<file path="src/rtl/scr1_dmem_initiator_pkg.sv">
// Shared memif types for the SCR1 data-memory initiator and its helpers.
package scr1_dmem_initiator_pkg;

  typedef enum logic {
    SCR1_MEM_CMD_RD = 1'b0,
    SCR1_MEM_CMD_WR = 1'b1
  } type_scr1_mem_cmd_e;

  typedef enum logic [1:0] {
    SCR1_MEM_WIDTH_BYTE  = 2'd0,
    SCR1_MEM_WIDTH_HWORD = 2'd1,
    SCR1_MEM_WIDTH_WORD  = 2'd2
  } type_scr1_mem_width_e;

  typedef enum logic [1:0] {
    SCR1_MEM_RESP_NOTRDY = 2'd0,
    SCR1_MEM_RESP_RDY_OK = 2'd1,
    SCR1_MEM_RESP_RDY_ER = 2'd2
  } type_scr1_mem_resp_e;

  typedef enum logic [1:0] {
    SCR1_DMEM_ERR_OK       = 2'd0,
    SCR1_DMEM_ERR_BUSERR   = 2'd1,
    SCR1_DMEM_ERR_MISALIGN = 2'd2,
    SCR1_DMEM_ERR_TIMEOUT  = 2'd3
  } type_scr1_dmem_err_e;

  typedef enum logic [1:0] {
    SCR1_DMEM_FSM_IDLE      = 2'd0,
    SCR1_DMEM_FSM_REQ       = 2'd1,
    SCR1_DMEM_FSM_WAIT_RESP = 2'd2
  } type_scr1_dmem_fsm_e;

  function automatic logic scr1_dmem_misaligned(input type_scr1_mem_width_e width,
                                                input logic [1:0] addr_lsb);
    logic mis;
    case (width)
      SCR1_MEM_WIDTH_HWORD: mis = addr_lsb[0];
      SCR1_MEM_WIDTH_WORD:  mis = |addr_lsb;
      default:              mis = 1'b0;
    endcase
    return mis;
  endfunction

endpackage

</file>
<file path="src/rtl/scr1_dmem_load_ext.sv">
// Combinational load-data extender: byte/halfword sign or zero extension,
// words pass through. Shared with the fetch side.
module scr1_dmem_load_ext
  import scr1_dmem_initiator_pkg::*;
(
  input  type_scr1_mem_width_e width,
  input  logic                 is_unsigned,
  input  logic [31:0]          rdata,
  output logic [31:0]          ext_data
);

  always_comb begin
    ext_data = rdata;
    case (width)
      SCR1_MEM_WIDTH_BYTE:  ext_data = {{24{~is_unsigned & rdata[7]}}, rdata[7:0]};
      SCR1_MEM_WIDTH_HWORD: ext_data = {{16{~is_unsigned & rdata[15]}}, rdata[15:0]};
      default:              ext_data = rdata;
    endcase
  end

endmodule

</file>
<file path="src/rtl/scr1_dmem_initiator.sv">
// Core-side dmem initiator: one outstanding load/store, alignment check,
// load extension, bus-error and response-timeout reporting.
module scr1_dmem_initiator
  import scr1_dmem_initiator_pkg::*;
#(
  parameter int SCR1_DMEM_AWIDTH = 32,
  parameter int RESP_TIMEOUT     = 255
)
(
  input  logic                        clk,
  input  logic                        rst_n,
  input  logic                        cmd_valid,
  output logic                        cmd_ready,
  input  logic                        cmd_wr,
  input  type_scr1_mem_width_e        cmd_width,
  input  logic                        cmd_unsigned,
  input  logic [SCR1_DMEM_AWIDTH-1:0] cmd_addr,
  input  logic [31:0]                 cmd_wdata,
  output logic                        rsp_valid,
  output logic [31:0]                 rsp_rdata,
  output type_scr1_dmem_err_e         rsp_err,
  output logic                        dmem_req,
  input  logic                        dmem_req_ack,
  output type_scr1_mem_cmd_e          dmem_cmd,
  output type_scr1_mem_width_e        dmem_width,
  output logic [SCR1_DMEM_AWIDTH-1:0] dmem_addr,
  output logic [31:0]                 dmem_wdata,
  input  logic [31:0]                 dmem_rdata,
  input  type_scr1_mem_resp_e         dmem_resp
);

  localparam int               CNT_W    = (RESP_TIMEOUT > 1) ? $clog2(RESP_TIMEOUT + 1) : 1;
  localparam logic [CNT_W-1:0] CNT_LAST = CNT_W'(RESP_TIMEOUT - 1);
  localparam logic [CNT_W-1:0] CNT_MAX  = {CNT_W{1'b1}};

  type_scr1_dmem_fsm_e state_r, state_nxt;
  type_scr1_dmem_err_e rsp_err_nxt;
  logic                stale_r, stale_nxt;
  logic [CNT_W-1:0]    cnt_r, cnt_nxt;
  logic                is_unsigned_r;
  logic                req_nxt, rsp_valid_nxt, cmd_load;
  logic [31:0]         rsp_rdata_nxt, ext_data;
  logic                accept, misaligned, resp_any, timeout_hit;

  assign cmd_ready   = (state_r == SCR1_DMEM_FSM_IDLE) & ~stale_r;
  assign accept      = cmd_valid & cmd_ready;
  assign misaligned  = scr1_dmem_misaligned(cmd_width, cmd_addr[1:0]);
  assign resp_any    = (dmem_resp != SCR1_MEM_RESP_NOTRDY);
  assign timeout_hit = (RESP_TIMEOUT != 0) && (cnt_r == CNT_LAST);

  scr1_dmem_load_ext u_load_ext (
    .width       (dmem_width),
    .is_unsigned (is_unsigned_r),
    .rdata       (dmem_rdata),
    .ext_data    (ext_data)
  );

  // FSM state register
  always_ff @(posedge clk or negedge rst_n) begin
    if (!rst_n) state_r <= SCR1_DMEM_FSM_IDLE;
    else        state_r <= state_nxt;
  end

  // FSM next-state logic
  always_comb begin
    state_nxt = state_r;
    case (state_r)
      SCR1_DMEM_FSM_IDLE:
        if (accept & ~misaligned) state_nxt = SCR1_DMEM_FSM_REQ;
        else                      state_nxt = SCR1_DMEM_FSM_IDLE;
      SCR1_DMEM_FSM_REQ:
        if (dmem_req_ack) state_nxt = SCR1_DMEM_FSM_WAIT_RESP;
        else              state_nxt = SCR1_DMEM_FSM_REQ;
      SCR1_DMEM_FSM_WAIT_RESP:
        if (resp_any | timeout_hit) state_nxt = SCR1_DMEM_FSM_IDLE;
        else                        state_nxt = SCR1_DMEM_FSM_WAIT_RESP;
      default: state_nxt = SCR1_DMEM_FSM_IDLE;
    endcase
  end

  // Output/next-value logic for the registered outputs and side state
  always_comb begin
    req_nxt       = dmem_req;
    rsp_valid_nxt = 1'b0;
    rsp_rdata_nxt = rsp_rdata;
    rsp_err_nxt   = rsp_err;
    stale_nxt     = stale_r;
    cnt_nxt       = cnt_r;
    cmd_load      = 1'b0;
    case (state_r)
      SCR1_DMEM_FSM_IDLE: begin
        // A timed-out transaction's late response is swallowed here
        if (stale_r) begin
          if (resp_any) stale_nxt = 1'b0;
          else          stale_nxt = 1'b1;
        end else if (accept) begin
          if (misaligned) begin
            rsp_valid_nxt = 1'b1;
            rsp_err_nxt   = SCR1_DMEM_ERR_MISALIGN;
            rsp_rdata_nxt = 32'd0;
          end else begin
            req_nxt  = 1'b1;
            cmd_load = 1'b1;
          end
        end else begin
          req_nxt = 1'b0;
        end
      end
      SCR1_DMEM_FSM_REQ: begin
        if (dmem_req_ack) begin
          req_nxt = 1'b0;
          cnt_nxt = '0;
        end else begin
          req_nxt = 1'b1;
        end
      end
      SCR1_DMEM_FSM_WAIT_RESP: begin
        if (resp_any) begin
          rsp_valid_nxt = 1'b1;
          if (dmem_resp == SCR1_MEM_RESP_RDY_OK) begin
            rsp_err_nxt   = SCR1_DMEM_ERR_OK;
            rsp_rdata_nxt = (dmem_cmd == SCR1_MEM_CMD_WR) ? 32'd0 : ext_data;
          end else begin
            rsp_err_nxt   = SCR1_DMEM_ERR_BUSERR;
            rsp_rdata_nxt = 32'd0;
          end
        end else if (timeout_hit) begin
          rsp_valid_nxt = 1'b1;
          rsp_err_nxt   = SCR1_DMEM_ERR_TIMEOUT;
          rsp_rdata_nxt = 32'd0;
          stale_nxt     = 1'b1;
        end else begin
          cnt_nxt = (cnt_r == CNT_MAX) ? cnt_r : cnt_r + {{(CNT_W-1){1'b0}}, 1'b1};
        end
      end
      default: req_nxt = 1'b0;
    endcase
  end

  // Registered outputs, command latch and timeout bookkeeping
  always_ff @(posedge clk or negedge rst_n) begin
    if (!rst_n) begin
      dmem_req      <= 1'b0;
      dmem_cmd      <= SCR1_MEM_CMD_RD;
      dmem_width    <= SCR1_MEM_WIDTH_WORD;
      dmem_addr     <= '0;
      dmem_wdata    <= 32'd0;
      is_unsigned_r <= 1'b0;
      rsp_valid     <= 1'b0;
      rsp_rdata     <= 32'd0;
      rsp_err       <= SCR1_DMEM_ERR_OK;
      stale_r       <= 1'b0;
      cnt_r         <= '0;
    end else begin
      dmem_req  <= req_nxt;
      rsp_valid <= rsp_valid_nxt;
      rsp_rdata <= rsp_rdata_nxt;
      rsp_err   <= rsp_err_nxt;
      stale_r   <= stale_nxt;
      cnt_r     <= cnt_nxt;
      if (cmd_load) begin
        dmem_cmd      <= cmd_wr ? SCR1_MEM_CMD_WR : SCR1_MEM_CMD_RD;
        dmem_width    <= cmd_width;
        dmem_addr     <= cmd_addr;
        dmem_wdata    <= cmd_wdata;
        is_unsigned_r <= cmd_unsigned;
      end else begin
        is_unsigned_r <= is_unsigned_r;
      end
    end
  end

endmodule
</file>
<file path="config.mk">
export PLATFORM = sky130hd
export DESIGN_NAME = scr1_dmem_initiator
export DESIGN_NICKNAME = d
export VERILOG_FILES = /design/src/rtl/scr1_dmem_initiator_pkg.sv /design/src/rtl/scr1_dmem_load_ext.sv /design/src/rtl/scr1_dmem_initiator.sv
export SDC_FILE = /design/constraint.sdc
export NUM_CORES = 1
export LEC_CHECK = 0
export CORE_MARGIN = 3
export CORE_UTILIZATION = 38
export CTS_CLUSTER_DIAMETER = 40
export CTS_CLUSTER_SIZE = 30
export DETAILED_ROUTE_END_ITERATION = 8
export PLACE_DENSITY = 0.86
export SYNTH_ARGS = -nofsm -noshare
export SYNTH_HDL_FRONTEND = slang
export SYNTH_HIERARCHICAL = 1
export SYNTH_SLANG_ARGS = --single-unit
</file>
<file path="constraint.sdc">
create_clock -name clk -period 1.73 [get_ports clk]
set_input_delay 0.346 -clock clk [delete_from_list [all_inputs] [get_ports clk]]
set_output_delay 0.346 -clock clk [all_outputs]
set_load 0.01 [all_outputs]
</file>
# Yosys cells after proc, flatten, opt, wreduce, memory -nomap -nowiden
# Index checks and enable logic that the tools add are counted.
# totals
reg_bits,115
out_inout_bits,104
elab_cells,98
# op_classes
eq_ne,18
add_sub_neg,1
muxes,47
n_reduce_logical,10
n_bitwise,10
# op_table
op,n
32-bit 2-to-1 mux,7
32-bit case mux with 2 select lines,2
8-bit 2-to-1 mux,4
1-bit 2-to-1 mux,20
8-bit equality test (second input constant),2
2-bit inequality test (second input constant),8
8-bit case mux with 2 select lines,1
2-bit 2-to-1 mux,7
5-bit AND reduction,2
8-bit by 1-bit adder with 8-bit output (second input constant),1
2-bit by 1-bit equality test with 1-bit output (second input constant),4
3-bit inequality test (second input constant),2
1-bit case mux with 2 select lines,3
2-bit case mux with 3 select lines,1
3-bit AND reduction,2
2-bit nonzero test,3
1-bit bitwise AND,5
2-bit equality test (second input constant),2
2-bit zero test,2
1-bit NOT,4
2-bit case mux with 2 select lines,1
1-bit case mux with 3 select lines,1
2-bit OR reduction,1
1-bit OR,1

# Longest topological paths before layout
# logic_depth
word_depth,7
depth_mapped,9
ltp_nobuf,6

# Modules after synthesis
# Netlist, hierarchy kept.
# by_module_without_submodules
mod,cells_each,instances,area_each_um2
scr1_dmem_initiator,308,1,4550.6
scr1_dmem_load_ext,67,1,355.3

# Least setup slack after synthesis
# No wires, ideal clock.
# synth_path
kind,input-to-reg
start,input cmd_width[0]
end,register dmem_wdata[11]
setup_ns,0.125
slack_ns,-0.082
arrival_ns,1.687
required_time_ns,1.605
cell_stages,8
cell_sequence,inv_1 ha_1 a21oi_1 nand2b_1 buf_6 buf_8 buf_8 mux2_4
# synth_between
elab_chain_len,6
elab_cells_between_ends,7
classes_between,eq/ne: 2; mux: 5
# synth_lines
item,line,source
"start, declared",scr1_dmem_initiator.sv:15,"input type_scr1_mem_width_e cmd_width,"
2-bit equality test / 2-bit by 1-bit equality test with 1-bit output (equally long branches),scr1_dmem_initiator_pkg.sv:37,case (width)
1-bit case mux with 2 select lines (*),scr1_dmem_initiator_pkg.sv:37,
1-bit 2-to-1 mux (*),scr1_dmem_initiator.sv:97,if (misaligned) begin
1-bit 2-to-1 mux (*),scr1_dmem_initiator.sv:96,end else if (accept) begin
1-bit 2-to-1 mux (*),scr1_dmem_initiator.sv:93,if (stale_r) begin
1-bit 2-to-1 mux (*),scr1_dmem_initiator.sv:90,case (state_r)
"end signal, assigned",scr1_dmem_initiator.sv:165,dmem_wdata <= cmd_wdata;
"end, declared",scr1_dmem_initiator.sv:27,"output logic [31:0] dmem_wdata,"
# Every way passes the cells marked *; elsewhere a longest branch is shown, timed or not.
# A chain may end at the register's enable or synchronous reset.

# Worst setup path after layout
# layout_path
start,register dmem_addr[14]
end,output dmem_addr[14]
# layout_rtl
item,line,source
"start, declared",scr1_dmem_initiator.sv:26,"output logic [SCR1_DMEM_AWIDTH-1:0] dmem_addr,"
"start signal, assigned",scr1_dmem_initiator.sv:164,dmem_addr <= cmd_addr;
# No word-level cell between the ends.

==> results.md <==
- Warning count from the yosys run: 6
- Io pins: 210
- Maximum fanout encountered on the critical timing path: 2
- Peak supply drop: 0.925 mV
- Wire length of the first global-routing pass: 22.3 mm
- Post-synthesis share of cell area spent on full adders, half adders and majority gates: 0.0102
- Critical path capture point type: output pin
- Global placer's final weighted congestion: 0.813
- Power density over cell area: between 1500 and 2000 nW/um2
- FP Rows: 40
- Mean area per synthesized cell: 13.1 um2
- Chip Width: between 100 and 150 um
- Fmax: 597 MHz
- Y dimension of the die: 120 um
- Post-detailed-route count of antenna-violating nets: 0
- Worst hold path type: in2async
- Setup-failing EPs final: 0
- Vias in the first global route: between 4000 and 5000
- Setup slack after placement: -529 ps
- Max cap viols: 0
- Area of the mapped netlist: between 4000 and 5000 um2
- Number of iterations in the first detailed-routing pass: 4
- Sequential power share: 0.334
- Required time worst endpoint: about 1400 ps
- Count of filler cells inserted in the layout: 930
- Clock tree from TritonCTS: yes
- Async S/R FF share, synth: 1.00
- Routed wire length: 13.8 mm
- Crit path buffers/inverters: 1
- Post-Synth XOR/XNOR Area: 0.00179
- Main combinational cell family by area after synthesis: multiplexers
- Transition time at the pin with the least slew margin: between 400 and 500 ps
- Initial Utilization: 0.398
- Arrival time of data at the critical path endpoint: approximately 1300 ps
- Total DRC errors in the routed layout: 0
- Total vias in the final route: 3983
- Most frequently used flop master after synthesis: dfrtp_1
- Ratio of final minimum period to clock period: 0.969
- Die area: 14300 um2
- Kind of start point of the critical path: flip-flop
- Top delay family on crit path: buffers and inverters
- NetSw: about 4.0 mW
- Final critical-path setup slack: 54.3 ps
- Count of buffers from port buffering: 209
- Post-layout util: 0.652
- H-Tree Depth: 4
- Clock tree sinks: 115
- DR WL/cell: 17.5 um
- GRT Util Overall: 0.198
- Gate Count Post-Synth: 375
- Clock root buffer: clkbuf_16
- Simple-gate portion of the synthesized area: 0.0666
- Worst-skew pair later-pin latency: roughly 400 ps
- EDFF count, synth: 0
- Commonest non-fill, non-tap cells in the layout: clkdlybuf4s50_1 (197), dfrtp_1 (111), mux2_2 (59)
- Relative area change from synthesis to final layout: 63.6%
- Drt initial violations: 231
- Portion of netlist area occupied by mux cells: 0.166
- Setup repair after global routing missed its margin: yes
- Maximum number of pins on one net before global-route repair: 50
- Share of the yosys chip area belonging to registers: 0.587
- Fraction of layout instances using a drive strength above 1: 0.251
- Area taken by flip-flops and latches: about 2900 um2
- Cell Chain, Critical Path: clkdlybuf4s50_1
- Remaining global-route overflow: 0
- Buffers from clock root to sink, at most: 2
- Leakage power total: 3.59 nW
- Number of antenna cells inserted: 0
- Leading cell type in the layout, fill and taps excluded: clkdlybuf4s50_1
- Layout Skew: ~6 ps
- Unique cell type count in the Yosys netlist: 47
- Total count of max-transition violations in the final report: 0
- Number of nets at the end of the flow: 719
- Area of the multi-input gates: about 1800 um2
- Crit-path slowest cell: clkdlybuf4s50_1
- Number of antenna violations at the first check in global routing: 0
- Category of the critical setup timing path: reg2out
- Number of flip-flops and latches in the synthesized netlist: 115
- Compound-Gate Fraction of Synth Area: 0.119
- Fin cells: just under 800
- Clock Pin Slew Worst Setup and Hold Paths: 50 ps
- Final worst path period need: 1680 ps
- Normalized max-slew margin: 0.702
- Cell Int Power: 9.32 mW
- R2R Setup Slk: 70 ps
- Avg Vias per Cell: 5.04
- Largest stage delay on the critical path: 570 ps
- Hold Slack: between 400 and 500 ps
- Comb pwr share: 0.410
- Number of buffers created by CTS: 17
- Number of placed cells counting well taps: 749
- Relative contribution of the clock network to total power: 0.256
- Switching part of the total power: 0.298
- Number of hold violations in the final report: 0
- HPWL after detailed placement: around 9.8 mm
- Result of the run: finished clean
- Number of nets in the synthesized netlist: 485
- Core Box Area: 12300 um2
registers in the layout (all words and copies together) (netlist names):
| signal | flops |
|---|---|
| dmem_req | 1 |
| dmem_cmd | 1 |
| rsp_rdata | 32 |
| dmem_width | 2 |
| dmem_wdata | 32 |
| cnt_r | 8 |
| is_unsigned_r | 1 |
| rsp_valid | 1 |
| stale_r | 1 |
| state_r | 2 |
| rsp_err | 2 |
| dmem_addr | 32 |
routing by layer:
metal  share of wire  vias up  track usage  wire length, um
li1                -     1813            -                -
met1            0.37     1966        0.221             5150
met2            0.52      181        0.345             7250
met3           0.085       23       0.0730             1170
met4           0.020        0       0.0744              277
met5               0        -            0                0
power groups by stage:
stage | clock network [mW] | logic [mW] | registers (mW)
final | 3.40 | 5.44 | 4.43
after global routing | 3.62 | 5.81 | 4.57
after CTS | 3.47 | 5.48 | 4.43
after detailed placement | 0 | 5.32 | 4.47
after global placement | 0 | 5.20 | 4.42
after floorplan | 0 | 1.91 | 4.85
repair_timing:
| action | CTS | global route |
|---|---|---|
| endpoints found under the hold margin | 23 | 0 |
| pin swaps | 1 | 2 |
| buffers inserted | 4 | 3 |
| hold buffers | 1 | 0 |
| endpoints found under the setup margin | 103 | 43 |
| resized for setup | 8 | 15 |
| cloned | 1 | 0 |
final timing paths:
| check | start | end | cells after the start |
|---|---|---|---|
| max in group asynchronous | rst_n | dmem_addr[12] | 3 |
| worst min-delay path | rst_n | dmem_addr[4] | 2 |
| min in group clk | cmd_width[1] | dmem_width[1] | 2 |
| worst max register to register | cnt_r[0] | cnt_r[5] | 7 |
| worst max-delay path | dmem_addr[14] | dmem_addr[14] | 1 |
| worst min register to register | dmem_addr[12] | dmem_addr[12] | 1 |
through the flow:
stage                     setup TNS, ps  power (mW)  cell area [um2]
after floorplan                       0        6.76             4940
after global placement           -42130        9.62             7320
after detailed placement         -49730        9.79             7320
after CTS                             0        13.4             7970
after global routing              -34.2        14.0             8030
final                                 0        13.3             8030
synthesized netlist by cell type, types with 3 or more instances:
library cell    n  share of area
inv_1           7         0.0054
nand3_1         7         0.0071
nand2_1        31          0.024
ha_1            4          0.010
nor3_1          3         0.0031
a22o_1         33          0.059
clkbuf_1        3         0.0023
mux2_4          9          0.028
buf_6           3         0.0069
buf_2          14          0.014
mux2_2         59           0.14
nor2_1          5         0.0038
dfrtp_1       114           0.58
buf_4           9          0.014
o21ai_0        34          0.035
kinds of logic (layout without fill, tap and decap cells):
group                      Yosys count  after routing
and+or+nand+nor                     65             65
muxes                               69             69
adders and majority gates            4              4
xor gates and xnor gates             1              1
buffers and inverters               39            286
DFF                                115            115
AOI/OAI and AO/OA                   82             82
cell type report:
class | count | share of cell area
well taps | 168 | 0.0262
repair buffers | 247 | 0.311
clock buffers | 23 | 0.0595
clock inverters | 9 | 0.0129
flip-flops and latches | 115 | 0.359
multi-input cells | 221 | 0.228
inverters | 7 | 0.00327
Power figures use the tool's default switching activity.
